==> src/rtl/vga_timing_gen.sv <==
// Parametrised VGA timing generator: internal pixel strobe, sync/DE generation and
// RGB565 output from built-in test patterns or an external pixel source.
module vga_timing_gen #(
  parameter int CLK_DIV  = 4,
  parameter int H_ACTIVE = 640,
  parameter int H_FP     = 16,
  parameter int H_SYNC   = 96,
  parameter int H_BP     = 48,
  parameter int V_ACTIVE = 480,
  parameter int V_FP     = 10,
  parameter int V_SYNC   = 2,
  parameter int V_BP     = 33,
  parameter bit HS_POL   = 1'b0,
  parameter bit VS_POL   = 1'b0,
  parameter int CW       = 12
) (
  input  logic          clk,
  input  logic          reset,
  input  logic [1:0]    mode,
  input  logic [15:0]   ext_rgb,
  output logic [CW-1:0] pix_x,
  output logic [CW-1:0] pix_y,
  output logic          pix_ce,
  output logic          frame_start,
  output logic          vga_hs,
  output logic          vga_vs,
  output logic          vga_de,
  output logic [4:0]    vga_r,
  output logic [5:0]    vga_g,
  output logic [4:0]    vga_b
);

  localparam int H_TOTAL = H_ACTIVE + H_FP + H_SYNC + H_BP;
  localparam int V_TOTAL = V_ACTIVE + V_FP + V_SYNC + V_BP;
  localparam int DW      = $clog2(CLK_DIV);

  localparam logic [DW-1:0] DIV_LAST = DW'(CLK_DIV - 1);
  localparam logic [CW-1:0] H_LAST   = CW'(H_TOTAL - 1);
  localparam logic [CW-1:0] V_LAST   = CW'(V_TOTAL - 1);
  localparam logic [CW-1:0] H_ACT    = CW'(H_ACTIVE);
  localparam logic [CW-1:0] V_ACT    = CW'(V_ACTIVE);
  localparam logic [CW-1:0] H_EDGE   = CW'(H_ACTIVE - 1);
  localparam logic [CW-1:0] V_EDGE   = CW'(V_ACTIVE - 1);
  localparam logic [CW-1:0] HS_START = CW'(H_ACTIVE + H_FP);
  localparam logic [CW-1:0] HS_END   = CW'(H_ACTIVE + H_FP + H_SYNC);
  localparam logic [CW-1:0] VS_START = CW'(V_ACTIVE + V_FP);
  localparam logic [CW-1:0] VS_END   = CW'(V_ACTIVE + V_FP + V_SYNC);
  localparam logic [CW-1:0] BAR_W    = CW'(H_ACTIVE / 8);

  localparam logic [1:0] MODE_EXT  = 2'b00;
  localparam logic [1:0] MODE_BARS = 2'b01;
  localparam logic [1:0] MODE_GRID = 2'b10;
  localparam logic [1:0] MODE_BLUE = 2'b11;

  logic [DW-1:0] div_q, div_d;
  logic          pix_ce_q, pix_ce_d;
  logic [CW-1:0] x_q, x_d, y_q, y_d;
  logic [1:0]    mode_q, mode_d, mode_eff;
  logic          fs;

  logic          de1_q, de1_d, hs1_q, hs1_d, vs1_q, vs1_d, ext1_q, ext1_d;
  logic [15:0]   rgb1_q, rgb1_d;
  logic          de2_q, de2_d, hs2_q, hs2_d, vs2_q, vs2_d;
  logic [15:0]   rgb2_q, rgb2_d;

  logic          de_now, hs_now, vs_now;
  logic [2:0]    bar_idx;
  logic [15:0]   bar_rgb, pattern;

  // The new mode must already apply to pixel (0,0) of the frame that samples it.
  assign fs       = pix_ce_q && (x_q == '0) && (y_q == '0);
  assign mode_eff = fs ? mode : mode_q;

  always_comb begin
    div_d    = div_q + DW'(1);
    pix_ce_d = 1'b0;
    if (div_q == DIV_LAST) begin
      div_d    = '0;
      pix_ce_d = 1'b1;
    end
    x_d    = x_q;
    y_d    = y_q;
    mode_d = mode_q;
    if (pix_ce_q) begin
      if (x_q == H_LAST) begin
        x_d = '0;
        y_d = (y_q == V_LAST) ? '0 : y_q + CW'(1);
      end else begin
        x_d = x_q + CW'(1);
      end
      if (fs) mode_d = mode;
    end
  end

  always_comb begin
    bar_idx = 3'(x_q / BAR_W);
    case (bar_idx)
      3'd0:    bar_rgb = 16'hFFFF;
      3'd1:    bar_rgb = 16'hFFE0;
      3'd2:    bar_rgb = 16'h07FF;
      3'd3:    bar_rgb = 16'h07E0;
      3'd4:    bar_rgb = 16'hF81F;
      3'd5:    bar_rgb = 16'hF800;
      3'd6:    bar_rgb = 16'h001F;
      default: bar_rgb = 16'h0000;
    endcase
    pattern = '0;
    case (mode_eff)
      MODE_BARS: pattern = bar_rgb;
      MODE_GRID: pattern = ((x_q[4:0] == 5'd0) || (y_q[4:0] == 5'd0) ||
                            (x_q == H_EDGE) || (y_q == V_EDGE)) ? 16'hFFFF : 16'h0000;
      MODE_BLUE: pattern = 16'h001F;
      default:   pattern = '0;
    endcase
  end

  // External pixels arrive one tick after their coordinate, so they join at stage 2
  // alongside the stage-1 timing of the same coordinate.
  always_comb begin
    de_now = (x_q < H_ACT) && (y_q < V_ACT);
    hs_now = (x_q >= HS_START) && (x_q < HS_END);
    vs_now = (y_q >= VS_START) && (y_q < VS_END);
    de1_d  = de1_q;
    hs1_d  = hs1_q;
    vs1_d  = vs1_q;
    ext1_d = ext1_q;
    rgb1_d = rgb1_q;
    de2_d  = de2_q;
    hs2_d  = hs2_q;
    vs2_d  = vs2_q;
    rgb2_d = rgb2_q;
    if (pix_ce_q) begin
      de1_d  = de_now;
      hs1_d  = hs_now ? HS_POL : ~HS_POL;
      vs1_d  = vs_now ? VS_POL : ~VS_POL;
      ext1_d = (mode_eff == MODE_EXT);
      rgb1_d = de_now ? pattern : '0;
      de2_d  = de1_q;
      hs2_d  = hs1_q;
      vs2_d  = vs1_q;
      rgb2_d = ext1_q ? (de1_q ? ext_rgb : '0) : rgb1_q;
    end
  end

  always_ff @(posedge clk or negedge reset) begin
    if (!reset) begin
      div_q    <= '0;
      pix_ce_q <= 1'b0;
      x_q      <= '0;
      y_q      <= '0;
      mode_q   <= MODE_BARS;
      de1_q    <= 1'b0;
      hs1_q    <= ~HS_POL;
      vs1_q    <= ~VS_POL;
      ext1_q   <= 1'b0;
      rgb1_q   <= '0;
      de2_q    <= 1'b0;
      hs2_q    <= ~HS_POL;
      vs2_q    <= ~VS_POL;
      rgb2_q   <= '0;
    end else begin
      div_q    <= div_d;
      pix_ce_q <= pix_ce_d;
      x_q      <= x_d;
      y_q      <= y_d;
      mode_q   <= mode_d;
      de1_q    <= de1_d;
      hs1_q    <= hs1_d;
      vs1_q    <= vs1_d;
      ext1_q   <= ext1_d;
      rgb1_q   <= rgb1_d;
      de2_q    <= de2_d;
      hs2_q    <= hs2_d;
      vs2_q    <= vs2_d;
      rgb2_q   <= rgb2_d;
    end
  end

  assign pix_x       = x_q;
  assign pix_y       = y_q;
  assign pix_ce      = pix_ce_q;
  assign frame_start = fs;
  assign vga_hs      = hs2_q;
  assign vga_vs      = vs2_q;
  assign vga_de      = de2_q;
  assign vga_r       = rgb2_q[15:11];
  assign vga_g       = rgb2_q[10:5];
  assign vga_b       = rgb2_q[4:0];

endmodule

==> config.mk <==
export PLATFORM = sky130hd
export DESIGN_NAME = vga_timing_gen
export DESIGN_NICKNAME = d
export VERILOG_FILES = /design/src/rtl/vga_timing_gen.sv
export SDC_FILE = /design/constraint.sdc
export NUM_CORES = 1
export LEC_CHECK = 0
export BUFFER_PORTS_ARGS = -buffer_cell sky130_fd_sc_hd__buf_4
export CORE_UTILIZATION = 55
export CTS_CLUSTER_DIAMETER = 120
export DETAILED_ROUTE_END_ITERATION = 10
export PLACE_DENSITY = 0.91
export SYNTH_ARGS = -nofsm -noshare
export SYNTH_HDL_FRONTEND = slang
export SYNTH_SLANG_ARGS = --single-unit
==> constraint.sdc <==
create_clock -name clk -period 3.11 [get_ports clk]
set_input_delay 0.1555 -clock clk [delete_from_list [all_inputs] [get_ports clk]]
set_output_delay 0.1555 -clock clk [all_outputs]
set_load 0.005 [all_outputs]
# == Word level (Yosys, flattened, before mapping) ==
# Index checks and enable logic that the tools add are counted.
# op_classes
div_mod_pow,1
addsub,3
n_reduce_logical,15
n_eq_ne,14
n_mux,13
order_cmp,6
# ops
cell,n
16-bit case mux with 7 select lines,1
16-bit 2-to-1 mux,4
16-bit case mux with 3 select lines,1
12-bit by 10-bit equality test with 1-bit output (second input constant),3
12-bit by 1-bit adder with 12-bit output (second input constant),2
12-bit logical NOT,2
12-bit by 10-bit < comparator with 1-bit output (second input constant),2
12-bit by 9-bit < comparator with 1-bit output (second input constant),2
12-bit 2-to-1 mux,2
12-bit by 7-bit divider with 12-bit output (second input constant),1
12-bit by 9-bit equality test with 1-bit output (second input constant),1
12-bit by 10-bit >= comparator with 1-bit output (second input constant),1
12-bit by 9-bit >= comparator with 1-bit output (second input constant),1
5-bit logical NOT,2
3-bit equality test (second input constant),3
2-bit equality test (second input constant),3
3-bit by 2-bit equality test with 1-bit output (second input constant),2
1-bit logical AND,5
2-bit 2-to-1 mux,2
3-bit by 1-bit equality test with 1-bit output (second input constant),1
3-bit logical NOT,1
1-bit logical OR,3
1-bit 2-to-1 mux,3
2-bit by 1-bit adder with 2-bit output (second input constant),1
3 further kinds,3
# word_totals
ff_bits,68
word_cells,66
in_bits,20
out_inout_bits,45

# == Logic depth before layout (Yosys ltp) ==
# Gate-level depths: netlist of the first run.
# logic_depth
depth_word,7
mapped_depth,8
ltp_nobuf,8

# == Worst setup path before layout of the first run ==
# OpenSTA, ideal clock, no wires.
# synth_path
kind,reg2reg
from,reg y_q[5] (netlist: pix_y[5])
to,reg rgb1_q[14]
period_less_slack_ns,2.309
n_path_buf,0
arrival_ns,2.217
setup_time_ns,0.092
required_ns,3.018
path_slack_ns,0.801
path_stages_with_launch,7
path_cell_list,dfrtp_1 -> or4_4 -> or4_4 -> nor2_4 -> a31oi_1 -> a311o_1 -> o31ai_2
# synth_between
elab_chain_cells,6
word_cells_on_any_way,13
classes_between,order compare: 1; eq/ne: 4; mux: 4; reduce/logical: 4
# synth_rtl
element,line_no,source
start: declaration,57,"logic [CW-1:0] x_q, x_d, y_q, y_d;"
start signal: assignment,165,y_q <= y_d;
12-bit logical NOT,71,assign fs = pix_ce_q && (x_q == '0) && (y_q == '0);
1-bit logical AND,71,
2-bit 2-to-1 mux,n/a,
2-bit equality test / 2-bit by 1-bit equality test with 1-bit output (equally long branches),108,case (mode_eff)
16-bit case mux with 3 select lines,108,
16-bit 2-to-1 mux (*),137,rgb1_d = de_now ? pattern : '0;
end signal: assignment,171,rgb1_q <= rgb1_d;
end: declaration,62,"logic [15:0] rgb1_q, rgb1_d;"
# Mark *: on every way between the ends. The rest lies on a longest branch, timed or not.
# A chain may end at the register's enable or synchronous reset.

# == Worst setup path after layout of the first run ==
# layout_path
from,reg x_q[11] (netlist: pix_x[11])
to,out frame_start
# layout_between
elab_chain_cells,3
# layout_rtl
element,line_no,source
start: declaration,57,
start signal: assignment,149,x_q <= '0;
start signal: assignment,164,x_q <= x_d;
12-bit logical NOT,71,
1-bit logical AND (2 in a row),71,
end: declaration,24,"output logic frame_start,"
# No other way between the ends.

==> impl_metrics.json, run 1 <==
{
  "final_common_cell": "buf_4",
  "cts_tree": "yes",
  "clockRootBuffer": "clkbuf_8",
  "synth_enable_flop_cells": 0,
  "p_leak_nw": 1.66,
  "rsz0062_at_grt": "no",
  "rrSetupSlack_ps": 590,
  "drc": 0,
  "wl_per_cell_um": 15.1,
  "end_kind": "output port",
  "die_x_um": 76.6,
  "wl_um": 7020,
  "grt_max_degree": 56,
  "coreArea_um2": 5240,
  "crit_fanout": 18,
  "initial_core_util_pct": 58.4,
  "via_per_inst": 6.00,
  "crit_chain": "or3b_2 -> or4_4 -> nor4_1 -> buf_4",
  "slew_viol_final": 0,
  "vdd_drop_max_mv": 0.197,
  "grt.overflow.total": 0,
  "crit_path_top_delay_cell": "or3b_2",
  "postRouteAntennaNets": 0,
  "startpoint_type": "register",
  "p_comb_share_pct": 8.9,
  "seq_area_frac_synth_pct": 45.2,
  "worst_slew_pin_slew_ps": 679,
  "io_buffers": 64,
  "critPathArrivalTime_ps": 2590,
  "cap_violations": 0,
  "area_growth_pct": 20.3,
  "slowest_delay_ps": 600,
  "cts.sinks": 55,
  "num_rows": 26,
  "min_period_ps": 2740,
  "pre_cts_ws_ps": 628,
  "synth-seq-cells": 55,
  "intPower_w": 0.000959,
  "post-route-cell-area_um2": 3680,
  "power_frac_clock_pct": 32.1,
  "postSynthCellCount": 339,
  "final.setup.worst_slack_ps": 366,
  "setup_tns_ps": 0,
  "yosysWarnings": 0,
  "required_ps": 2950,
  "crit_family": "simple AND/OR/NAND/NOR gates",
  "skew_ps": 9.99,
  "gp_congestion": 0.913,
  "htreeDepth": 2,
  "power_frac_seq_pct": 59.1,
  "placed_area_um2": 3580,
  "grt-busiest-layer": "met2",
  "ys.flop_type": "dfrtp_1",
  "p_sw_w": 0.000314,
  "fin_crit_sh_pct": 88.2,
  "path_class": "register to output port",
  "syn_avg_cell_area_um2": 9.03,
  "met1_usage_pct": 33.1,
  "setup_viol": 0,
  "switching_share_pct": 24.7,
  "cts-hold-fix-buffers": 1,
  "most-common-layout-cells": "buf_4 (68), dfrtp_1 (50), a21oi_1 (42), nor2_1 (32), nand2_1 (26)",
  "grt_usage_pct": 24.6,
  "ys_async_sr_fraction_pct": 100,
  "mappedNetlistArea_um2": 3060,
  "path_buf_inv": 1,
  "slew_headroom_pct": 54.8,
  "post_cts_resized": 0,
  "io_pins": 65,
  "syn_nets": 364,
  "use_met2_pct": 40.0,
  "path_clk_slew_ps": 100,
  "hpwl_um": 4950,
  "antenna_found_initial": 0,
  "nets": 419,
  "vias": 2789,
  "clock_path_buffers": 2,
  "die-area_um2": 5870,
  "fmax_ghz": 0.364,
  "status": "complete, no violations",
  "post_cts_buffers": 0,
  "drt_first_pass_iters": 5,
  "grt_pass1_wl_um": 11600,
  "insertion_delay_ps": 320,
  "grtUsageMet3_pct": 4.43,
  "worstHoldPathType": "input port to register",
  "antenna_cells": 0,
  "finalHoldViolCount": 0,
  "power.density_nw_per_um2": 346,
  "drive_above_1_share_pct": 24.6,
  "cts_buffers": 5,
  "synth_cell_type_count": 56,
  "drt-initial-drc-count": 247,
  "grt_pass1_vias": 2447,
  "die_y_um": 76.6
}
## sequential cells by signal (all words and copies together) (netlist names)
name	flops
mode_q	2
div_q	2
vga_de	1
vga_hs	1
ext1_q	1
pix_x	12
vs1_q	1
de1_q	1
vga_vs	1
rgb2_q	16
rgb1_q	3
pix_ce	1
pix_y	12
hs1_q	1
## Yosys cell counts, drive strengths merged, types with 7 or more instances
cell	count	share of area, %
nor2b	7	1.4
clkbuf	20	2.5
inv	9	1.1
nand3	10	1.6
nand2	26	3.2
and3	10	2.0
o21ai	16	2.6
a21oi	42	6.9
xnor2	9	2.6
dfrtp	50	41
o31ai	7	1.9
nor2	33	4.3
## power by group through the flow
stage | logic [W] | registers (W) | clock network (W)
6_report | 0.000113 | 0.000752 | 0.000408
5_1_grt | 0.000127 | 0.000756 | 0.000442
4_1_cts | 0.000115 | 0.000752 | 0.000411
3_5_place_dp | 0.000114 | 0.000766 | 0
3_3_place_gp | 0.000110 | 0.000765 | 0
2_1_floorplan | 0.0000405 | 0.000767 | 0
## path summary, 6_finish.rpt
check | from | to | cells past startpoint
max in group asynchronous | reset | pix_x[4] | 2
max | pix_x[11] | frame_start | 4
min in group asynchronous | reset | pix_y[1] | 2
max reg2reg | pix_x[11] | rgb1_q[14] | 6
min reg2reg | div_q[0] | div_q[0] | 1
min | mode[1] | mode_q[1] | 3
## tightest hold or removal path, cell delays in order
cell	delay [ps]
buf_4	90
nand2_1	40
nand2_1	80
## layer usage
layer  share of wire [%]  wire, um
met1                  43      3010
met4                 1.8       129
met2                  49      3470
met5                   0         0
met3                 5.9       411
## stage by stage
| step | cells | hold WS (ps) | power (W) | utilization (%) |
|---|---|---|---|---|
| 4_1_cts | 465 | 92.8 | 0.00128 | 70.3 |
| 6_report | 465 | 101 | 0.00127 | 70.3 |
| 5_1_grt | 465 | 142 | 0.00133 | 70.3 |
| 3_3_place_gp | 456 | 236 | 0.000875 | 68.3 |
| 3_5_place_dp | 456 | 245 | 0.000880 | 68.3 |
| 2_1_floorplan | 339 | -140 | 0.000807 | - |
## logic make-up after synthesis
logic type      share of synthesized area, %
compound gates                          18.8
xor+xnor                                4.01
fa+ha+maj                               2.04
buf+inv                                 3.68
flops                                   45.2
mux                                     1.43
simple gates                            24.8
## final cells by class
| cell class | count | area [um2] |
|---|---|---|
| Clock buffer | 5 | 68.8 |
| Tap cell | 70 | 87.6 |
| Clock inverter | 3 | 22.5 |
| Timing Repair Buffer | 69 | 520 |
| Inverter | 9 | 33.8 |
| Fill cell | 414 | 1560 |
| Multi-Input combinational cell | 254 | 1570 |
| Sequential cell | 55 | 1380 |
No activity file was read; power rests on OpenSTA's default activity.
==> inputs of run 2 (changes only) <==
--- a/config.mk
+++ b/config.mk
@@ -5,8 +5,11 @@
 export SDC_FILE = /design/constraint.sdc
 export NUM_CORES = 1
 export LEC_CHECK = 0
+export ABC_AREA = 0
 export BUFFER_PORTS_ARGS = -buffer_cell sky130_fd_sc_hd__buf_4
-export CORE_UTILIZATION = 55
+export CELL_PAD_IN_SITES_DETAIL_PLACEMENT = 1
+export CELL_PAD_IN_SITES_GLOBAL_PLACEMENT = 1
+export CORE_UTILIZATION = 41
 export CTS_CLUSTER_DIAMETER = 120
 export DETAILED_ROUTE_END_ITERATION = 10
 export PLACE_DENSITY = 0.91
==> run 2 against run 1 <==
Net effect:
- die area is 33% higher
- routed wire length is 21% higher
- core utilization is 19 points lower
- worst hold slack better by 5.6 ps
- cell count is 6.5% higher
- count of clock-buffer cells in the layout is 2 higher
- non-clock buffer count is 1 higher
- first-iteration DRC count is 59% lower
- combinational power hardly changed
- final area is 1.3% higher
- flip-flop and latch count stayed put
- via count is 0.75% higher
==> impl_metrics.json, run 2 (synthesis results as in run 1) <==
{
  "status": "complete, no violations",
  "fin_crit_sh_pct": 91.8,
  "die-area_um2": 7810,
  "skew_ps": 10.5,
  "die_x_um": 88.4,
  "crit-reg2reg-capture": "rgb1_q[4]",
  "cts.sinks": 55,
  "startpoint": "pix_x[11]",
  "coreArea_um2": 7210,
  "placed_area_um2": 3620,
  "io_buffers": 64,
  "postRouteAntennaNets": 0,
  "antenna_cells": 0,
  "wl_per_cell_um": 17.2,
  "nets": 420,
  "min_period_ps": 2860,
  "seq_area_um2": 1380,
  "gp_congestion": 0.789,
  "crit_end": "frame_start",
  "grt.overflow.total": 0,
  "power_frac_seq_pct": 58.2,
  "hpwl_um": 6150,
  "area_growth_pct": 21.8,
  "via_per_inst": 5.68,
  "rrSetupSlack_ps": 460,
  "worst_slew_pin_slew_ps": 708,
  "post-route-cell-area_um2": 3730,
  "path_clk_slew_ps": 100,
  "reg2reg_from": "pix_x[11]",
  "critPathArrivalTime_ps": 2700,
  "drt-initial-drc-count": 101,
  "worstHoldPathType": "input port to register",
  "drc": 0,
  "hp-start": "mode[1]",
  "drive_above_1_share_pct": 24.5,
  "most-common-layout-cells": "buf_4 (69), dfrtp_1 (50), a21oi_1 (42), nor2_1 (32), nand2_1 (26)",
  "path_class": "register to output port",
  "num-fill-cells": 885,
  "post_cts_buffers": 0,
  "fmax_ghz": 0.350,
  "clock_path_buffers": 2,
  "p_comb_share_pct": 9.0,
  "grt_pass1_wl_um": 13600,
  "drt_first_pass_iters": 4,
  "finalHoldViolCount": 0,
  "vias": 2810,
  "total_power_w": 0.00129,
  "cts_tree": "yes",
  "power.density_nw_per_um2": 347,
  "initial_core_util_pct": 42.4,
  "vdd_drop_max_mv": 0.153,
  "startpoint_type": "register",
  "wl_um": 8500,
  "power_frac_clock_pct": 32.8,
  "clockRootBuffer": "clkbuf_8",
  "grt_usage_pct": 22.7,
  "setup_viol": 0,
  "antenna_found_initial": 0,
  "p_sw_w": 0.000314,
  "num_rows": 31,
  "end_kind": "output port",
  "p_leak_nw": 1.66,
  "io_pins": 65,
  "die_y_um": 88.4,
  "grt_max_degree": 56,
  "top_register": "rgb2_q",
  "cap_violations": 0,
  "insertion_delay_ps": 320,
  "rsz0062_at_grt": "no",
  "setup_tns_ps": 0,
  "multi_input_area_um2": 1570,
  "intPower_w": 0.000980,
  "switching_share_pct": 24.2,
  "cts_buffers": 5,
  "crit_fanout": 18,
  "slew_viol_final": 0,
  "required_ps": 2950,
  "final_common_cell": "buf_4",
  "htreeDepth": 2,
  "grt_pass1_vias": 2770,
  "slew_headroom_pct": 52.8,
  "fin_util_pct": 51.7,
  "reg2reg_depth": 6,
  "largest_reg_flops": 16
}
run 2: layer usage:
| metal | part of all wire (%) | wire (um) | vias to the layer above | track usage, % |
|---|---|---|---|---|
| met5 | 0 | 0 | - | 0 |
| met4 | 2.3 | 192 | 0 | 8.36 |
| met3 | 4.0 | 336 | 16 | 2.80 |
| met2 | 50 | 4230 | 69 | 39.7 |
| met1 | 44 | 3740 | 1394 | 28.7 |
| li1 | - | - | 1331 | - |
run 2: worst max-delay path: stages, from the launching register on:
cell	delay [ps]
dfrtp_1	570
or3b_2	600
or4_4	560
nor4_1	460
buf_4	190
run 2: stage by stage:
stage | hold slack, ps | instances | worst slack [ps]
after floorplan | -140 | 339 | 801
after global placement | 245 | 486 | 668
after detailed placement | 253 | 486 | 481
after CTS | 100 | 495 | 281
after global routing | 110 | 495 | 214
final | 107 | 495 | 255
run 2: worst min path at each step:
stage               cells after the start  slack, ps         to
global route                            3        110  mode_q[1]
global placement                        1        250  rgb2_q[0]
floorplan                               0       -140      de1_q
detailed placement                      1        250  rgb2_q[4]
CTS                                     3        100  mode_q[1]
finish                                  3        110  mode_q[1]
run 2: what timing repair did:
action,4_1_cts,5_1_grt
hold buffers,1,0
endpoints found under the hold margin,50,0
resized for setup,0,0
run 2: area by class of cell:
type                       instances  area share, %
clock buffer                       7           2.32
timing repair buffer              70           14.2
tap                               99           3.32
sequential                        55           37.1
multi-input combinational        254           42.0
inverter                           9          0.906
clock inverter                     1          0.235
run 2: power groups by stage:
stage | Sequential (W) | Combinational [W] | Clock [W]
6_report | 0.000753 | 0.000116 | 0.000424
5_1_grt | 0.000757 | 0.000130 | 0.000469
4_1_cts | 0.000754 | 0.000119 | 0.000440
3_5_place_dp | 0.000767 | 0.000118 | 0
3_3_place_gp | 0.000765 | 0.000111 | 0
2_1_floorplan | 0.000767 | 0.0000405 | 0
==> inputs of run 3 (changes only) <==
--- a/config.mk
+++ b/config.mk
@@ -12,6 +12,7 @@
 export CORE_UTILIZATION = 41
 export CTS_CLUSTER_DIAMETER = 120
 export DETAILED_ROUTE_END_ITERATION = 10
+export HOLD_SLACK_MARGIN = 0.03
 export PLACE_DENSITY = 0.91
 export SYNTH_ARGS = -nofsm -noshare
 export SYNTH_HDL_FRONTEND = slang
==> constraint.sdc (replaced) <==
create_clock -name clk -period 3.11 [get_ports clk]
set_input_delay 0.622 -clock clk [delete_from_list [all_inputs] [get_ports clk]]
set_output_delay 0.622 -clock clk [all_outputs]
set_load 0.005 [all_outputs]
==> run 3 against run 2 <==
Net effect:
- critical endpoint unchanged
- clock skew shrank 1.8 ps
- largest power group unchanged
- sequential share of layout area shrank 0.25 points
- worst setup slack lost 190 ps
==> impl_metrics.json, run 3 (synthesis results as in run 1) <==
{
  "status": "complete, no violations",
  "critPathArrivalTime_ps": 2430,
  "insertion_delay_ps": 320,
  "grt_pass1_vias": 2860,
  "worst_slew_pin_slew_ps": 705,
  "p_leak_nw": 1.68,
  "fin_crit_sh_pct": 98.0,
  "die_y_um": 88.4,
  "startpoint_type": "register",
  "finalHoldViolCount": 0,
  "drc": 0,
  "io_buffers": 64,
  "required_ps": 2490,
  "worstHoldPathType": "input port to async pin",
  "htreeDepth": 2,
  "initial_core_util_pct": 42.4,
  "die-area_um2": 7810,
  "antenna_found_initial": 0,
  "rrSetupSlack_ps": 450,
  "die_x_um": 88.4,
  "clock_path_buffers": 2,
  "cts.sinks": 55,
  "drt-initial-drc-count": 170,
  "io_pins": 65,
  "wl_per_cell_um": 18.3,
  "end_kind": "output port",
  "setup_tns_ps": 0,
  "top_register": "rgb2_q",
  "vdd_drop_max_mv": 0.142,
  "num_rows": 31,
  "clockRootBuffer": "clkbuf_8",
  "postRouteAntennaNets": 0,
  "cts_tree": "yes",
  "grt.overflow.total": 0,
  "drive_above_1_share_pct": 25.9,
  "hpwl_um": 6560,
  "crit_fanout": 10,
  "coreArea_um2": 7210,
  "grt_max_degree": 56,
  "pre_cts_ws_ps": 388,
  "setup_viol": 0,
  "area_growth_pct": 22.8,
  "wl_um": 9100,
  "grt_usage_pct": 24.3,
  "via_per_inst": 5.80,
  "grt_pass1_wl_um": 14500,
  "path_clk_slew_ps": 100,
  "min_period_ps": 3050,
  "most-common-layout-cells": "buf_4 (72), dfrtp_1 (49), a21oi_1 (42), nor2_1 (32), nand2_1 (26)",
  "nets": 422,
  "final_common_cell": "buf_4",
  "power.density_nw_per_um2": 351,
  "antenna_cells": 0,
  "cap_violations": 0,
  "largest_reg_flops": 16,
  "rsz0062_at_grt": "no",
  "reg2reg_depth": 8,
  "slew_headroom_pct": 53.0,
  "crit_chain": "or4_4 -> or4_4 -> nor4_2 -> buf_4",
  "fmax_ghz": 0.328,
  "slew_viol_final": 0,
  "path_class": "register to output port",
  "vias": 2885,
  "cts_buffers": 5,
  "worst_path_most_repeated_cell": "or4_4",
  "crit-reg2reg-capture": "rgb1_q[4]",
  "cts-hold-fix-buffers": 0,
  "drt_first_pass_iters": 4,
  "slowest_delay_ps": 590,
  "final.setup.worst_slack_ps": 62.7,
  "gp_congestion": 0.828,
  "skew_ps": 8.69,
  "crit_path_top_delay_cell": "or4_4",
  "reg2reg_from": "pix_x[0]"
}
-- run 3: what timing repair did --
item / in CTS / in global routing
setup endpoints to repair: 0 / 1
setup buffers: 0 / 0
gates resized for setup: 0 / 2
-- run 3: worst max-delay path by stage --
stage | startpoint | end | slack [ps] | cells past startpoint
detailed placement | pix_y[5] | frame_start | 390 | 4
CTS | pix_y[5] | frame_start | 10 | 4
finish | pix_y[5] | frame_start | 60 | 4
floorplan | pix_y[5] | frame_start | 590 | 3
global route | pix_y[5] | frame_start | 3 | 4
global placement | pix_y[5] | frame_start | 380 | 4
-- run 3: power breakdown --
part | internal (W) | switching [W] | leakage [nW]
sequential | 0.000739 | 0.0000142 | 0.678
clock | 0.000203 | 0.000246 | 0.0505
combinational | 0.0000573 | 0.0000581 | 0.946
total | 0.00100 | 0.000319 | 1.68
-- run 3: layout make-up --
cell class / count / area [um2]
multi-input combinational: 254 / 1570
sequential: 55 / 1380
clock buffer: 7 / 96.3
clock inverter: 1 / 7.51
timing repair buffer: 72 / 541
inverter: 9 / 33.8
fill: 872 / 3460
tap: 99 / 124
-- run 3: stage by stage --
step           power, W  cells  cell area (um2)  hold WS [ps]  util (%)
2_1_floorplan  0.000807    339             3060           326         -
3_5_place_dp   0.000885    489             3650           425      50.5
6_report        0.00132    497             3760           344      52.1
3_3_place_gp   0.000876    489             3650           414      50.5
4_1_cts         0.00133    497             3750           370      52.0
5_1_grt         0.00137    497             3760           399      52.1
-- run 3: critical path: cells and delay by family, from the launching register on --
family / cells / cell delay [ps]
and+or+nand+nor: 3 / 1470
DFF: 1 / 480
buffers and inverters: 1 / 160
-- run 3: layer usage --
layer,vias up,GRT usage [%],share of wire (%)
li1,1342,-,-
met1,1436,30.0,42
met2,91,42.9,51
met3,16,3.54,4.8
met4,0,9.09,2.2
met5,-,0,0
